[config.mk]
export PLATFORM = sky130hd
export DESIGN_NAME = picorv_pcpi_sched_flat
export DESIGN_NICKNAME = d
export VERILOG_FILES = /design/src/rtl/picorv_pcpi_sched_if.sv /design/src/rtl/picorv_pcpi_sched.sv /design/src/flat_wrapper.sv
export SDC_FILE = /design/constraint.sdc
export NUM_CORES = 1
export LEC_CHECK = 0
export ABC_AREA = 1
export CAP_MARGIN = 0
export CORE_AREA = 2 2 136 138
export DETAILED_ROUTE_END_ITERATION = 8
export DIE_AREA = 0 0 138 140
export PLACE_DENSITY_LB_ADDON = 0.3
export RECOVER_POWER = 25
export SLEW_MARGIN = 20
export SYNTH_ARGS = -nofsm -noshare
export SYNTH_HDL_FRONTEND = slang
export SYNTH_SLANG_ARGS = --single-unit
[constraint.sdc]
create_clock -name clock -period 1.9 [get_ports clock]
set_clock_uncertainty 0.1 [all_clocks]
set_input_delay 0.38 -clock clock [delete_from_list [all_inputs] [get_ports clock]]
set_output_delay 0.38 -clock clock [all_outputs]
set_load 0.005 [all_outputs]
[src/rtl/picorv_pcpi_sched_if.sv]
`default_nettype none
// +-------------------------------------------------------------------------+
// | picorv_pcpi_sched_if : core-side PCPI and per-unit execution bus bundle   |
// | Revision: 1.0                                                             |
// +-------------------------------------------------------------------------+
interface picorv_pcpi_sched_if #(
  parameter int XLEN   = 32,
  parameter int NUNITS = 4
);
  logic                   core_valid;
  logic                   core_wb_valid;
  logic                   core_ready;
  logic                   core_trap;
  logic                   core_wb_write;
  logic [XLEN-1:0]        core_wb_data;
  logic                   core_br_enable;
  logic [XLEN-1:0]        core_br_nextpc;
  logic                   core_conflict;
  logic [NUNITS-1:0]      unit_valid;
  logic [NUNITS-1:0]      unit_wb_valid;
  logic [NUNITS-1:0]      unit_ready;
  logic [NUNITS-1:0]      unit_busy;
  logic [NUNITS-1:0]      unit_wb_write;
  logic [NUNITS-1:0]      unit_br_enable;
  logic [NUNITS*XLEN-1:0] unit_wb_data;
  logic [NUNITS*XLEN-1:0] unit_br_nextpc;

  // The scheduler sits on the slave side; the core plus units drive the master side.
  modport slave (
    input  core_valid, core_wb_valid, unit_ready, unit_busy,
           unit_wb_write, unit_br_enable, unit_wb_data, unit_br_nextpc,
    output core_ready, core_trap, core_wb_write, core_wb_data,
           core_br_enable, core_br_nextpc, core_conflict, unit_valid, unit_wb_valid
  );

  modport master (
    output core_valid, core_wb_valid, unit_ready, unit_busy,
           unit_wb_write, unit_br_enable, unit_wb_data, unit_br_nextpc,
    input  core_ready, core_trap, core_wb_write, core_wb_data,
           core_br_enable, core_br_nextpc, core_conflict, unit_valid, unit_wb_valid
  );
endinterface
`default_nettype wire

[src/rtl/picorv_pcpi_sched.sv]
`default_nettype none
// +-------------------------------------------------------------------------+
// | picorv_pcpi_sched : shares one PCPI transaction among NUNITS units        |
// | Revision: 1.0                                                             |
// +-------------------------------------------------------------------------+
module picorv_pcpi_sched #(
  parameter int XLEN    = 32,
  parameter int NUNITS  = 4,
  parameter int TIMEOUT = 16
) (
  input  wire logic           clock,
  input  wire logic           reset,
  picorv_pcpi_sched_if.slave  bus
);
  localparam int CW = $clog2(TIMEOUT);
  localparam int IW = (NUNITS > 1) ? $clog2(NUNITS) : 1;

  localparam logic [1:0] S_IDLE = 2'd0;
  localparam logic [1:0] S_WAIT = 2'd1;
  localparam logic [1:0] S_RESP = 2'd2;

  logic [1:0]        r_state;
  logic [1:0]        w_next;
  logic [CW-1:0]     r_cnt;

  logic              r_ready;
  logic              r_trap;
  logic              r_wb_write;
  logic [XLEN-1:0]   r_wb_data;
  logic              r_br_enable;
  logic [XLEN-1:0]   r_br_nextpc;
  logic              r_conflict;

  logic              w_in_wait;
  logic              w_any_ready;
  logic              w_any_busy;
  logic              w_multi;
  logic              w_expired;
  logic              w_take;
  logic              w_trap;
  logic              w_inc;
  logic [IW-1:0]     w_sel;
  logic              w_sel_wbw;
  logic              w_sel_bre;
  logic [XLEN-1:0]   w_sel_data;
  logic [XLEN-1:0]   w_sel_npc;
  logic [NUNITS-1:0] w_unit_valid;
  logic [NUNITS-1:0] w_unit_wb_valid;

  assign w_in_wait   = (r_state == S_WAIT) && bus.core_valid;
  assign w_any_ready = |bus.unit_ready;
  assign w_any_busy  = |bus.unit_busy;
  // x & (x-1) is nonzero exactly when more than one bit is set.
  assign w_multi     = |(bus.unit_ready & (bus.unit_ready - NUNITS'(1)));
  assign w_expired   = (r_cnt == CW'(TIMEOUT - 1));

  always_comb begin
    w_sel = '0;
    for (int i = NUNITS - 1; i >= 0; i--) begin
      if (bus.unit_ready[i]) w_sel = IW'(i);
    end
  end

  assign w_sel_wbw  = bus.unit_wb_write[w_sel];
  assign w_sel_bre  = bus.unit_br_enable[w_sel];
  assign w_sel_data = bus.unit_wb_data[w_sel*XLEN +: XLEN];
  assign w_sel_npc  = bus.unit_br_nextpc[w_sel*XLEN +: XLEN];

  always_ff @(posedge clock) begin
    if (reset) r_state <= S_IDLE;
    else       r_state <= w_next;
  end

  always_comb begin
    w_next = r_state;
    unique case (r_state)
      S_IDLE: if (bus.core_valid) w_next = S_WAIT;
      S_WAIT: begin
        if (!bus.core_valid)                      w_next = S_IDLE;
        else if (w_any_ready)                     w_next = S_RESP;
        else if (!w_any_busy && w_expired)        w_next = S_RESP;
      end
      S_RESP:  w_next = S_IDLE;
      default: w_next = S_IDLE;
    endcase
  end

  always_comb begin
    w_unit_valid    = '0;
    w_unit_wb_valid = '0;
    w_take          = 1'b0;
    w_trap          = 1'b0;
    w_inc           = 1'b0;
    if (r_state == S_WAIT && !reset) begin
      w_unit_valid    = {NUNITS{bus.core_valid}};
      w_unit_wb_valid = {NUNITS{bus.core_wb_valid}};
    end
    if (w_in_wait) begin
      w_take = w_any_ready;
      w_trap = !w_any_ready && !w_any_busy && w_expired;
      w_inc  = !w_any_ready && !w_any_busy && !w_expired;
    end
  end

  // Counter only advances on idle WAIT cycles; every other path restarts it.
  always_ff @(posedge clock) begin
    if (reset || !w_inc) r_cnt <= '0;
    else                 r_cnt <= r_cnt + CW'(1);
  end

  always_ff @(posedge clock) begin
    if (reset) begin
      r_ready     <= 1'b0;
      r_trap      <= 1'b0;
      r_wb_write  <= 1'b0;
      r_wb_data   <= '0;
      r_br_enable <= 1'b0;
      r_br_nextpc <= '0;
      r_conflict  <= 1'b0;
    end else begin
      r_ready     <= w_take || w_trap;
      r_trap      <= w_trap;
      r_wb_write  <= w_take && w_sel_wbw;
      r_wb_data   <= (w_take && w_sel_wbw) ? w_sel_data : '0;
      r_br_enable <= w_take && w_sel_bre;
      r_br_nextpc <= (w_take && w_sel_bre) ? w_sel_npc : '0;
      r_conflict  <= w_take && w_multi;
    end
  end

  assign bus.core_ready     = r_ready;
  assign bus.core_trap      = r_trap;
  assign bus.core_wb_write  = r_wb_write;
  assign bus.core_wb_data   = r_wb_data;
  assign bus.core_br_enable = r_br_enable;
  assign bus.core_br_nextpc = r_br_nextpc;
  assign bus.core_conflict  = r_conflict;
  assign bus.unit_valid     = w_unit_valid;
  assign bus.unit_wb_valid  = w_unit_wb_valid;
endmodule
`default_nettype wire

[src/flat_wrapper.sv]
// flat-port wrapper written by rule: the top's interface ports become plain ports
module picorv_pcpi_sched_flat 
#(
  parameter int XLEN    = 32,
  parameter int NUNITS  = 4,
  parameter int TIMEOUT = 16
)
  (clock, reset, bus_core_valid, bus_core_wb_valid, bus_unit_ready, bus_unit_busy, bus_unit_wb_write, bus_unit_br_enable, bus_unit_wb_data, bus_unit_br_nextpc, bus_core_ready, bus_core_trap, bus_core_wb_write, bus_core_wb_data, bus_core_br_enable, bus_core_br_nextpc, bus_core_conflict, bus_unit_valid, bus_unit_wb_valid);
  picorv_pcpi_sched_if #(.XLEN(XLEN), .NUNITS(NUNITS)) bus_i ();
  input  wire logic clock;
  input  wire logic reset;
  input wire logic [$bits(bus_i.core_valid)-1:0] bus_core_valid;
  input wire logic [$bits(bus_i.core_wb_valid)-1:0] bus_core_wb_valid;
  input wire logic [$bits(bus_i.unit_ready)-1:0] bus_unit_ready;
  input wire logic [$bits(bus_i.unit_busy)-1:0] bus_unit_busy;
  input wire logic [$bits(bus_i.unit_wb_write)-1:0] bus_unit_wb_write;
  input wire logic [$bits(bus_i.unit_br_enable)-1:0] bus_unit_br_enable;
  input wire logic [$bits(bus_i.unit_wb_data)-1:0] bus_unit_wb_data;
  input wire logic [$bits(bus_i.unit_br_nextpc)-1:0] bus_unit_br_nextpc;
  output wire logic [$bits(bus_i.core_ready)-1:0] bus_core_ready;
  output wire logic [$bits(bus_i.core_trap)-1:0] bus_core_trap;
  output wire logic [$bits(bus_i.core_wb_write)-1:0] bus_core_wb_write;
  output wire logic [$bits(bus_i.core_wb_data)-1:0] bus_core_wb_data;
  output wire logic [$bits(bus_i.core_br_enable)-1:0] bus_core_br_enable;
  output wire logic [$bits(bus_i.core_br_nextpc)-1:0] bus_core_br_nextpc;
  output wire logic [$bits(bus_i.core_conflict)-1:0] bus_core_conflict;
  output wire logic [$bits(bus_i.unit_valid)-1:0] bus_unit_valid;
  output wire logic [$bits(bus_i.unit_wb_valid)-1:0] bus_unit_wb_valid;
  assign bus_i.core_valid = bus_core_valid;
  assign bus_i.core_wb_valid = bus_core_wb_valid;
  assign bus_i.unit_ready = bus_unit_ready;
  assign bus_i.unit_busy = bus_unit_busy;
  assign bus_i.unit_wb_write = bus_unit_wb_write;
  assign bus_i.unit_br_enable = bus_unit_br_enable;
  assign bus_i.unit_wb_data = bus_unit_wb_data;
  assign bus_i.unit_br_nextpc = bus_unit_br_nextpc;
  assign bus_core_ready = bus_i.core_ready;
  assign bus_core_trap = bus_i.core_trap;
  assign bus_core_wb_write = bus_i.core_wb_write;
  assign bus_core_wb_data = bus_i.core_wb_data;
  assign bus_core_br_enable = bus_i.core_br_enable;
  assign bus_core_br_nextpc = bus_i.core_br_nextpc;
  assign bus_core_conflict = bus_i.core_conflict;
  assign bus_unit_valid = bus_i.unit_valid;
  assign bus_unit_wb_valid = bus_i.unit_wb_valid;
  picorv_pcpi_sched #(.XLEN(XLEN), .NUNITS(NUNITS), .TIMEOUT(TIMEOUT)) u_core (.clock(clock), .reset(reset), .bus(bus_i));
endmodule
==> results of run 1 <==
[worst max-delay path, stage by stage]
cell	delay, ps
clkdlybuf4s50_1	420
nor2_2	150
nand3_2	100
inv_2	90
dlygate4sd2_1	240
[Yosys cell counts (all sizes together)]
library cell	count	share of area, %
xnor2	1	0.16
nand3b	64	8.6
clkbuf	12	0.87
nor3	1	0.089
inv	276	19
and3	1	0.11
a21oi	4	0.36
dfxtp	75	27
nand2	211	14
xor2	1	0.16
ha	1	0.22
nor2	76	5.2
nand4	1	0.11
buf	56	6.2
nand3	203	18
[cell usage in the layout, fill, tap and decap left out, types with 2 or more instances in the layout]
cell type        netlist  routed
a21oi_1                4       4
buf_12                 0      14
buf_4                  8      29
clkbuf_1              11       2
clkbuf_16              0       9
clkdlybuf4s15_1        0       4
clkdlybuf4s50_1        0     313
clkinv_2               0       2
dfxtp_1               75      75
dlygate4sd2_1          0       4
dlygate4sd3_1          0      31
inv_1                272     270
inv_2                  4       5
nand2_1              207     207
nand2_2                4       2
nand2_4                0       2
nand3_1              203     202
nand3b_1              64      64
nor2_1                74      72
nor2_2                 2       3
[routing by layer]
| layer | up-vias | routed length, um | global-route usage (%) |
|---|---|---|---|
| met5 | - | 0 | 0 |
| met3 | 48 | 1600 | 5.68 |
| met2 | 292 | 9730 | 34.8 |
| met1 | 3032 | 8140 | 23.3 |
| met4 | 0 | 786 | 9.88 |
| li1 | 3574 | - | - |
[where the power goes]
part | switching [uW] | leakage [uW] | internal (uW)
clock network | 640 | 0.000141 | 1030
logic | 613 | 0.00456 | 870
registers | 6.06 | 0.000605 | 1590
[what timing repair did]
action / 4_1_cts / 5_1_grt
cloned: 0 / 0
buffers inserted: 0 / 1
gates resized for setup: 12 / 5
setup endpoints to repair: 8 / 45
pin swaps: 1 / 2
[worst min path at each step]
stage / slack, ps / to / startpoint / cells after the start
5_1_grt: 380 / u_core.r_cnt[0] / u_core.r_cnt[0] / 1
4_1_cts: 350 / u_core.r_cnt[0] / u_core.r_cnt[0] / 1
2_1_floorplan: 320 / u_core.r_cnt[0] / u_core.r_cnt[0] / 1
3_5_place_dp: 340 / u_core.r_cnt[0] / u_core.r_cnt[0] / 1
3_3_place_gp: 330 / u_core.r_cnt[0] / u_core.r_cnt[0] / 1
6_report: 350 / u_core.r_cnt[0] / u_core.r_cnt[0] / 1
[stage by stage]
step                      setup slack (ps)  hold slack, ps  instances  utilization, %
after detailed placement              -271             340       1540            53.6
after global placement                -253             332       1540            53.6
after CTS                             50.1             354       1554            55.2
after global routing                 -18.7             385       1555            55.2
final                                 33.3             349       1555            55.2
after floorplan                        442             318        983               -
[flip-flops by register name (all words and copies together) (netlist names)]
signal / cells
u_core.bus.core_trap: 1
u_core.bus.core_wb_data: 32
u_core.bus.core_br_enable: 1
u_core.bus.core_br_nextpc: 32
u_core.bus.core_wb_write: 1
u_core.r_cnt: 4
u_core.bus.core_ready: 1
u_core.bus.core_conflict: 1
u_core.r_state: 2
[cell families after synthesis]
logic type | synth area share [%]
AOI/OAI and AO/OA | 0.358
xor gates and xnor gates | 0.313
adders and majority gates | 0.224
buffers and inverters | 25.6
DFF | 26.9
and+or+nand+nor | 46.6
[final cells by class]
class / count / share of cell area, %
Clock inverter: 3 / 0.408
Inverter: 276 / 10.6
Multi-Input combinational cell: 564 / 27.3
Clock buffer: 11 / 2.47
Tap cell: 229 / 2.92
Timing Repair Buffer: 397 / 41.0
Sequential cell: 75 / 15.3
==> summary.md, run 1 <==
| Metric | Value |
|---|---|
| Status | complete, no violations |
| Yosys cell types | 22 |
| Worst flop-to-flop path endpoint | u_core.bus.core_br_nextpc[9] |
| LEAKAGE | between 0.005 and 0.006 uW |
| DRT Pass-1 Iters | 5 |
| Gr usage total | 20.3% |
| Die Area | 19300 um2 |
| Routed wire length | around 20 mm |
| Fin nets | 1600 |
| IO Port Bufs | between 300 and 400 |
| Register area | 1500 um2 |
| Final hold violation count | 0 |
| R2R depth | 7 |
| Worst Path Max Fanout | 5 |
| CP Launch Type | input port |
| Max IR drop VDD | 0.000375 V |
| Worst-skew pair later-pin latency | 330 ps |
| Clk root buf | clkbuf_16 |
| Die width | ~140 um |
| Routed len/inst | 13.0 um |
| TritonCTS Buffers | 9 |
| Cell Area, Synth | 5590 um2 |
| Worst EP required | 1420 ps |
| PD cells | 484 nW/um2 |
| Post-DP Area | approximately 9500 um2 |
| CTS Sinks | 75 |
| Worst r2r src | u_core.r_state[1] |
| Post-Route Setup TNS | 0 ps |
| Global placement routability congestion | 0.882 |
| FF+latch count, synth | 75 |
| Register area share after synthesis | roughly 27% |
| Worst rel slew slack | 80.4% |
| Post-Syn Nets | approximately 1300 |
| Setup violators final | 0 |
| Fill cells | about 1700 |
| Die height | around 140 um |
| CTS clock-pin slew for the worst setup and hold paths | 60 ps |
| DRC Markers | 0 |
| Critical path endpoint | bus_unit_valid[0] |
| Share of cells above drive strength 1 | ~5.5% |
| DP HPWL | between 15 and 20 mm |
| CP arrival | 1390 ps |
| Largest net degree at the start of global routing | 66 |
| Row count | 49 |
| Final period utilization | a little over nine tenths |
| Vias in the first global route | 6368 |
| Max Clk Rate | around 540 MHz |
| Synth-to-Final Area Change | 75.7% |
| Fin crit period | 1870 ps |
| Via/cell ratio | 4.47 |
| Clock Path Buffers | 2 |
| H-tree depth | 3 |
| Detail Route Antenna Nets | 0 |
| Initial core utilization | 31.4% |
| Final Cell Area | between 9000 and 10000 um2 |
| # hold bufs at CTS | 0 |
| CTS tree | done |
| Design Power | between 4000 and 5000 uW |
| Reg2reg setup slack | 330 ps |
| Global-route wire length before repair | 31.8 mm |
| CP Launch Point | reset |
| DRT iter0 DRCs | 205 |
| Top Ports | 353 |
| Crit Path Category | in2out |
| Max-cap check violation count | 0 |
| Worst setup EP type | output pin |
| Antenna cells | 0 |
| Cells after Synth | 983 |
| Initial antenna violation count | 0 |
| Synthesized area per cell | 5.69 um2 |
| Pins over their slew limit | 0 |
| Slew @ Worst Pin | roughly 290 ps |
| Area of the multi-input gates | between 2000 and 3000 um2 |
| DR vias | between 6000 and 7000 |
| Core area | 17800 um2 |
| RSZ-0062 raised after global routing | true |
| Congestion Overflow GR | 0 |
| YS warnings | 0 |
| Hold Crit Class | reg2reg |
(Power assumes the default switching activity.)
==> run 2: changes to the inputs <==
==> constraint.sdc (replaced) <==
create_clock -name clock -period 2.2 [get_ports clock]
set_clock_uncertainty 0.1 [all_clocks]
set_input_delay 0.44 -clock clock [delete_from_list [all_inputs] [get_ports clock]]
set_output_delay 0.44 -clock clock [all_outputs]
set_load 0.005 [all_outputs]
==> run 2 against run 1 <==
Clock power shrank 10%. Worst setup slack better by 1.8 ps. Final area is 1.1% lower. Routed wire length about the same. Sequential cell count unchanged. First-iteration DRC count up 84%. Via count down 2.6%. Critical path depth unchanged. Worst hold slack worse by 3.9 ps. Sequential power decreased by 14%. Sequential share of layout area up 0.16 points. Non-clock buffer count fell by 15. Critical endpoint is now bus_unit_wb_valid[0].
==> summary.md, run 2 (same netlist as run 1, synthesis figures left out) <==
| Metric | Value |
|---|---|
| Commonest non-fill, non-tap cell in the layout | clkdlybuf4s50_1 (unchanged) |
| CP Cell Sequence | clkdlybuf4s50_1 > nor2_2 > buf_4 > and3_4 > dlygate4sd2_1 (was clkdlybuf4s50_1 > nor2_2 > nand3_2 > inv_2 > dlygate4sd2_1) |
| Die Area | 19300 um2 (unchanged) |
| Worst Path Max Fanout | 4 (was 5) |
| TritonCTS Buffers | 9 (unchanged) |
| IO Port Bufs | 352 (unchanged) |
| Share of cells above drive strength 1 | 4.42% (was 5.51%) |
| Worst-skew pair later-pin latency | 340 ps (was 330 ps) |
| DRT Pass-1 Iters | 5 (unchanged) |
| Worst path max stage delay | 440 ps (was 420 ps) |
| Largest net degree at the start of global routing | 66 (unchanged) |
| Clk root buf | clkbuf_16 (unchanged) |
| Design Power | 4130 uW (was 4760 uW) |
| Fin crit period | roughly 2200 ps |
| Crit Path Category | in2out (unchanged) |
| Most frequent cells in the layout | 311 x clkdlybuf4s50_1, 270 x inv_1, 207 x nand2_1 (was 313 x clkdlybuf4s50_1, 270 x inv_1, 207 x nand2_1) |
| Status | complete, no violations (unchanged) |
| Initial antenna violation count | 0 (unchanged) |
| Detail Route Antenna Nets | 0 (unchanged) |
| Final period utilization | 98.4% |
| Max IR drop VDD | 0.000338 V (was 0.000375 V) |
| CTS Sinks | 75 (unchanged) |
| CTS tree | done (unchanged) |
| Row count | 49 (unchanged) |
| H-tree depth | 3 (unchanged) |
| CP Launch Type | input port (unchanged) |
| Core area | 17800 um2 (unchanged) |
| Worst EP required | 1660 ps (was 1420 ps) |
| Hold Crit Class | reg2reg (unchanged) |
| # hold bufs at CTS | 0 (unchanged) |
| Synth-to-Final Area Change | 73.8% (was 75.7%) |
| Die height | 140 um (unchanged) |
| Pins over their slew limit | 0 (unchanged) |
| Vias in the first global route | 6204 (was 6368) |
| CTS clock-pin slew for the worst setup and hold paths | 60 ps (about the same) |
| Fin nets | 1585 (was 1600) |
| Setup violators final | 0 (unchanged) |
| Worst rel slew slack | 79.1% (was 80.4%) |
| Top Ports | 353 (unchanged) |
| Slew @ Worst Pin | 312 ps (was 294 ps) |
| Final hold violation count | 0 (unchanged) |
| DP HPWL | 15.4 mm (was 15.8 mm) |
| Largest delay contributor family on the critical path | buffers and inverters (unchanged) |
| DR vias | 6762 (was 6946) |
| Worst setup EP type | output pin (unchanged) |
| Max Clk Rate | ~460 MHz |
| CP arrival | 1620 ps (was 1390 ps) |
| Die width | 138 um (unchanged) |
| Routed wire length | 20.2 mm (was 20.3 mm) |
| Global placement routability congestion | 0.875 (was 0.882) |
| Global-route wire length before repair | 31.9 mm (was 31.8 mm) |
| Worst path bufs/invs | 3 (unchanged) |
| Clock Path Buffers | 2 (unchanged) |
| DRC Markers | 0 (unchanged) |
| DRT iter0 DRCs | 377 (was 205) |
| Slowest CP cell | clkdlybuf4s50_1 (unchanged) |
| Routed len/inst | 13.1 um (was 13.0 um) |
| Via/cell ratio | 4.39 (was 4.47) |
| Antenna cells | 0 (unchanged) |
| Max-cap check violation count | 0 (unchanged) |
| PD cells | 424 nW/um2 (was 484 nW/um2) |
| Congestion Overflow GR | 0 (unchanged) |
| Worst hold slack | 345 ps (was 349 ps) |
| LEAKAGE | 0.00530 uW (about the same) |
| RSZ-0062 raised after global routing | false (was true) |
| Gr usage total | 20.3% (about the same) |
| Initial core utilization | 31.4% (unchanged) |
run 2: changes by cell type in the layout (fill, tap and decap cells not counted), moves of 2 or more:
cell	before	now
buf_4	29	16
clkdlybuf4s15_1	4	0
clkdlybuf4s50_1	313	311
clkinvlp_4	0	2
dlygate4sd3_1	31	33
dlymetal6s2s_1	0	4
run 2: worst reg2reg max path, delay by kind of cell (launching register included):
family / cells / cell delay (ps)
AND/OR/NAND/NOR: 5 / 760
flip-flops: 1 / 300
buffers and inverters: 2 / 340
run 2: what timing repair did:
action,in CTS,in global routing
endpoints found under the setup margin,8,4
buffers inserted,0,1
resized for setup,7,5
pin swaps,1,1
run 2: worst paths after layout:
kind	startpoint	to	slack [ps]	cells past startpoint
max	reset	bus_unit_wb_valid[0]	40	5
min	u_core.r_cnt[0]	u_core.r_cnt[0]	340	1
min reg2reg	u_core.r_cnt[0]	u_core.r_cnt[0]	340	1
max reg2reg	u_core.r_state[1]	u_core.bus.core_br_nextpc[14]	630	7
run 2: area by class of cell:
| cell class | count | area [um2] |
|---|---|---|
| inverter | 276 | 1040 |
| timing repair buffer | 382 | 3910 |
| clock inverter | 4 | 50.0 |
| clock buffer | 12 | 246 |
| multi-input combinational | 564 | 2680 |
| tap | 229 | 287 |
| fill | 1733 | 8060 |
| sequential | 75 | 1500 |
run 2: metrics by stage:
stage / setup TNS, ps / worst slack (ps) / instance area (um2) / cells / utilization (%)
floorplan: 0 / 678 / 5590 / 983 / -
CTS: -165 / -45.3 / 9700 / 1541 / 54.6
global placement: -524 / -75.3 / 9400 / 1525 / 52.9
finish: 0 / 35.1 / 9720 / 1542 / 54.7
global route: 0 / 1.46 / 9720 / 1542 / 54.7
detailed placement: -572 / -86.0 / 9400 / 1525 / 52.9
run 2: report_power, final:
group          internal [uW]  total, uW  switching, uW  leakage (uW)
clock                    909       1500            587      0.000139
sequential              1370       1380           5.11      0.000605
combinational            729       1250            521       0.00455
run 2: layer usage:
metal	global-route usage, %	wire, um
met1	24.1	8040
met2	34.7	9770
met3	5.74	1740
met4	8.54	707
met5	0	0
